$ cat src/rtl/round_gen.sv
// Round generator: picks a random target floor, shows it on a 7-seg digit, flags floor match and times each round.
// Outputs are combinational decodes of registered state (zero added latency); no backpressure, nextRound is a one-cycle pulse.
module round_gen #(
    parameter int          NUM_FLOORS = 6,
    parameter int          TIMEOUT    = 50_000_000,
    parameter logic [7:0]  SEED       = 8'hA5
) (
    input  logic       clk,
    input  logic       reset,
    input  logic       start,
    input  logic       nextRound,
    input  logic [2:0] curFloor,
    output logic       FL,
    output logic [2:0] target,
    output logic [6:0] HEX,
    output logic       active,
    output logic       over
);
    localparam int          TW   = $clog2(TIMEOUT);
    localparam logic [TW-1:0] TMAX = TW'(TIMEOUT - 1);

    typedef enum logic [2:0] {
        S_IDLE,
        S_PICK,
        S_WAIT,
        S_DONE,
        S_OVER
    } state_t;

    state_t          state_q, state_d;
    logic [2:0]      target_q, target_d;
    logic [2:0]      rounds_q, rounds_d;
    logic [TW-1:0]   timer_q, timer_d;
    logic [7:0]      lfsr_q, lfsr_d;
    logic [2:0]      cand;

    always_ff @(posedge clk) begin
        if (reset) begin
            state_q  <= S_IDLE;
            target_q <= 3'd0;
            rounds_q <= 3'd0;
            timer_q  <= '0;
            lfsr_q   <= SEED;
        end else begin
            state_q  <= state_d;
            target_q <= target_d;
            rounds_q <= rounds_d;
            timer_q  <= timer_d;
            lfsr_q   <= lfsr_d;
        end
    end

    always_comb begin
        state_d  = state_q;
        target_d = target_q;
        rounds_d = rounds_q;
        timer_d  = timer_q;
        // x^8+x^6+x^5+x^4+1, free-running so the pick depends on when the player starts
        lfsr_d   = {lfsr_q[6:0], lfsr_q[7] ^ lfsr_q[5] ^ lfsr_q[4] ^ lfsr_q[3]};
        cand     = lfsr_q[2:0];
        case (state_q)
            S_IDLE: begin
                if (start) begin
                    state_d  = S_PICK;
                    rounds_d = 3'd0;
                end
            end
            S_PICK: begin
                if (({1'b0, cand} < 4'(NUM_FLOORS)) && (cand != curFloor)) begin
                    target_d = cand;
                    timer_d  = '0;
                    state_d  = S_WAIT;
                end
            end
            S_WAIT: begin
                if (timer_q != TMAX) begin
                    timer_d = timer_q + TW'(1);
                end
                // a scored delivery wins over a timeout landing on the same edge
                if (nextRound) begin
                    rounds_d = rounds_q + 3'd1;
                    state_d  = (rounds_q == 3'd6) ? S_DONE : S_PICK;
                end else if (timer_q == TMAX) begin
                    state_d = S_OVER;
                end
            end
            default: ;
        endcase
    end

    function automatic logic [6:0] seg_digit(input logic [2:0] d);
        case (d)
            3'd0:    seg_digit = 7'b1000000;
            3'd1:    seg_digit = 7'b1111001;
            3'd2:    seg_digit = 7'b0100100;
            3'd3:    seg_digit = 7'b0110000;
            3'd4:    seg_digit = 7'b0011001;
            3'd5:    seg_digit = 7'b0010010;
            3'd6:    seg_digit = 7'b0000010;
            default: seg_digit = 7'b1111000;
        endcase
    endfunction

    always_comb begin
        HEX = 7'b0111111;
        case (state_q)
            S_PICK:  HEX = 7'b1111111;
            S_WAIT:  HEX = seg_digit(target_q);
            S_DONE:  HEX = 7'b0100001;
            S_OVER:  HEX = 7'b0000110;
            default: HEX = 7'b0111111;
        endcase
    end

    assign FL     = (state_q == S_WAIT) && (curFloor == target_q);
    assign target = target_q;
    assign active = (state_q == S_PICK) || (state_q == S_WAIT);
    assign over   = (state_q == S_OVER);

endmodule

$ cat config.mk
export PLATFORM = sky130hd
export DESIGN_NAME = round_gen
export DESIGN_NICKNAME = d
export VERILOG_FILES = /design/src/rtl/round_gen.sv
export SDC_FILE = /design/constraint.sdc
export NUM_CORES = 1
export LEC_CHECK = 0
export CORE_AREA = 2 2 85 66
export CTS_BUF_LIST = sky130_fd_sc_hd__clkbuf_4 sky130_fd_sc_hd__clkbuf_8
export CTS_CLUSTER_DIAMETER = 40
export DETAILED_ROUTE_END_ITERATION = 7
export DIE_AREA = 0 0 87 68
export PLACE_DENSITY = 0.67
export SETUP_SLACK_MARGIN = 0.5
export SYNTH_ARGS = -nofsm -noshare
export SYNTH_HDL_FRONTEND = slang
export SYNTH_SLANG_ARGS = --single-unit
$ cat constraint.sdc
create_clock -name clk -period 4.65 [get_ports clk]
set_input_delay 0.6975 -clock clk [delete_from_list [all_inputs] [get_ports clk]]
set_output_delay 0.6975 -clock clk [all_outputs]
set_load 0.02 [all_outputs]
==> flow_metrics.py <==
metrics = {
    "run_status": {
        "outcome": "completed",
    },
    "cts": {
        "clock_path_buffers": 2,
        "path_clk_slew_ns": 0.08,
        "cts_tree": "done",
        "cts_setup_buffers": 0,
        "cts_buffers": 5,
        "ctsResizeCount": 0,
        "cts.sinks": 43,
        "cts-root-buf": "clkbuf_8",
        "clock_latency_ns": 0.29,
        "cts_hold_buf": 0,
        "htree_levels": 2,
    },
    "worst_setup_path": {
        "critical_path.top_delay_family": "simple AND/OR/NAND/NOR gates",
        "worst-path-max-fanout": 11,
        "crit_type": "reg -> out",
        "reg2regPathDepth": 5,
        "arrival_ns": 2.42,
        "crit_chain": "nor2b_1 > nand2b_1 > nor4_1 > clkdlybuf4s50_1",
        "cp-end-kind": "primary output",
        "required_ns": 3.95,
        "cp_num_buf_inv": 1,
        "rrSetupSlack_ns": 1.94,
        "cp_slowest_cell": "clkdlybuf4s50_1",
        "crit_cells": 4,
        "worst_setup_path_start_kind": "register",
        "max_stage_delay_ns": 0.65,
    },
    "detailed_routing": {
        "wirelength_mm": 5.571,
        "drt-initial-drc-count": 155,
        "drt-vias-per-instance": 5.941,
        "drc": 0,
        "first_pass_iters": 4,
        "wl_per_cell_microns": 14.90,
        "postRouteAntennaNets": 0,
        "vias": 2222,
    },
    "global_route": {
        "grt_usage_pct": 19.76,
        "grt_pass1_vias": 1922,
        "grt_pass1_wl_mm": 9.280,
        "antenna_found_initial": 0,
        "grt_start_max_net_pins": 33,
        "overflow": 0,
    },
    "sta": {
        "worst_slew_margin_rel_pct": 19.83,
        "hold_violations": 0,
        "tns_ns": 0,
        "worst_slew_pin_slew_ns": 1.202,
        "fin_crit_sh_pct": 67.08,
        "setup_viol": 0,
        "fmax_mhz": 320.6,
        "rsz0062_at_grt": "false",
        "skew_ns": 0.007370,
        "slew_viol_final": 0,
        "finalCriticalPeriod_ns": 3.119,
    },
    "place": {
        "port_buffers": 19,
        "dpl_cell_area_sq_um": 2648,
        "dpl.hpwl_mm": 3.845,
        "gp_congestion": 0.7774,
    },
    "layout": {
        "drive_above_1_share_pct": 6.731,
        "nets": 321,
        "final_common_cell": "dfxtp_1",
        "layout_common_cells": "dfxtp_1 (43), nand2_1 (29), nand3_1 (22), a21oi_1 (21), nor2_1 (20)",
        "syn2layout_area_growth_pct": 12.54,
        "diodes": 0,
        "n_fill_cell": 471,
        "finalInstanceArea_sq_um": 2784,
    },
    "logic_synthesis": {
        "yosys_warnings": 0,
        "ys.flop_type": "dfxtp_1",
        "synth-edff-count": 0,
        "synth_top_family_by_area": "simple AND/OR/NAND/NOR gates",
        "async_flop_share_pct": 0,
        "synthCells": 308,
        "yosysSeqAreaShare_pct": 34.80,
        "yosysTopAreaCell": "dfxtp_1",
        "synth_xor_area_share_pct": 4.249,
        "synth_adder_area_share_pct": 1.517,
        "ys_seq_elements": 43,
        "synth-compound-area-share_pct": 19.88,
        "syn_area_per_cell_sq_um": 8.031,
        "synth_mux_area_share_pct": 3.642,
        "ys_top_cells_by_area": "dfxtp_1 (35%), nand3_1 (4.5%), nand2_1 (4.4%)",
        "synth.distinct_cells": 45,
        "synth_simple_gate_area_share_pct": 30.45,
        "syn-cell-area_sq_um": 2474,
        "syn_nets": 318,
        "synth_top_area_share_pct": 34.80,
    },
    "pwr": {
        "ir_drop_mv": 0.2195,
        "pwr_density_cell_nw_per_um2": 317.9,
        "clkPwrFrac_pct": 39.5,
        "p_int_mw": 0.6574,
        "cellLeakagePower_nw": 0.9791,
        "swShare_pct": 25.72,
        "power.switching_mw": 0.2276,
        "comb_power_share_pct": 15.6,
        "seq_power_share_pct": 44.9,
    },
    "die": {
        "die_area_sq_um": 5916,
        "rows": 23,
        "die_w_microns": 87,
        "io_pins": 20,
        "start_util_pct": 48.02,
        "core-area_sq_um": 5151,
        "die_h_microns": 68,
    },
    "hold_path": {
        "hold_path.class": "reg -> reg",
        "holdPathStages": 1,
    },
    "job": {
        "max_cap_viol_count": 0,
    },
}
-- final cells by class --
cell class	instances	area, sq um	area share, %
Multi-Input combinational cell	234	1481	53.21
Sequential cell	43	860.8	30.92
Timing Repair Buffer	21	205.2	7.371
Tap cell	62	77.57	2.787
Clock buffer	6	76.32	2.742
Clock inverter	2	60.06	2.157
Inverter	6	22.52	0.8090
-- logic make-up (layout without fill, tap and decap cells) --
| group | count (synthesis) | in the layout |
|---|---|---|
| and+or+nand+nor | 140 | 140 |
| AOI/OAI and AO/OA | 70 | 70 |
| DFF | 43 | 43 |
| buffers and inverters | 31 | 35 |
| xor gates and xnor gates | 12 | 12 |
| muxes | 9 | 9 |
| adders and majority gates | 3 | 3 |
-- flip-flops by register name, summed over array words and instances (netlist names) --
signal,count
timer_q,26
lfsr_q,8
state_q,3
target,3
rounds_q,3
-- synth_stat cells, types with 2 or more instances --
| library cell | n |
|---|---|
| dfxtp_1 | 43 |
| nand2_1 | 29 |
| nand3_1 | 22 |
| a21oi_1 | 21 |
| nor2_1 | 20 |
| clkbuf_1 | 15 |
| nand2b_1 | 10 |
| buf_2 | 9 |
| mux2i_1 | 9 |
| a2111o_1 | 8 |
| a31oi_1 | 8 |
| and3_1 | 8 |
| nand4_1 | 8 |
| o21ai_0 | 8 |
| and4_1 | 7 |
| or3_1 | 7 |
| inv_1 | 6 |
| nor2b_1 | 6 |
| or2_2 | 6 |
| xnor2_1 | 6 |
| xor2_1 | 6 |
| o2111ai_1 | 5 |
| nor3_1 | 4 |
| nor4_1 | 4 |
| a211oi_1 | 3 |
| and2_1 | 3 |
| ha_1 | 3 |
| o211ai_1 | 3 |
| or4_1 | 3 |
| a21o_1 | 2 |
| o21ai_2 | 2 |
-- metal layers --
metal	track usage, %	vias to the layer above	wire length, microns	share of wire [%]
met3	3.981	2	195	3.5
met2	28.82	30	2351	42
li1	-	1135	-	-
met4	3.516	0	8	0.14
met1	30.08	1055	3015	54
met5	0	-	0	0
-- metrics by stage --
stage | instances | utilization, % | worst slack (ns) | hold WS [ns] | power [mW]
after global routing | 374 | 54.04 | 1.342 | 0.4510 | 0.9210
final | 374 | 54.04 | 1.531 | 0.4175 | 0.8850
after CTS | 374 | 54.04 | 1.542 | 0.4231 | 0.8896
after detailed placement | 366 | 51.40 | 1.438 | 0.3992 | 0.5437
after global placement | 366 | 51.40 | 1.580 | 0.3958 | 0.5423
after floorplan | 308 | - | 2.305 | 0.3895 | 0.5009
-- final timing paths --
path | start | end
setup / recovery | state_q[1] | FL
hold / removal | lfsr_q[6] | lfsr_q[7]
setup reg to reg | timer_q[16] | timer_q[4]
hold reg to reg | lfsr_q[6] | lfsr_q[7]
-- power groups by stage --
stage | logic [mW] | registers (mW) | clock network, mW
floorplan | 0.104 | 0.397 | 0
global placement | 0.136 | 0.406 | 0
detailed placement | 0.138 | 0.406 | 0
CTS | 0.138 | 0.397 | 0.354
global route | 0.152 | 0.401 | 0.368
finish | 0.138 | 0.397 | 0.350
-- worst register-to-register path, delay by kind of cell (launching register included) --
kind	cells	cell delay, ns
simple gates	3	0.94
flops	1	0.38
compound gates	2	1.30
(Power assumes the default switching activity.)
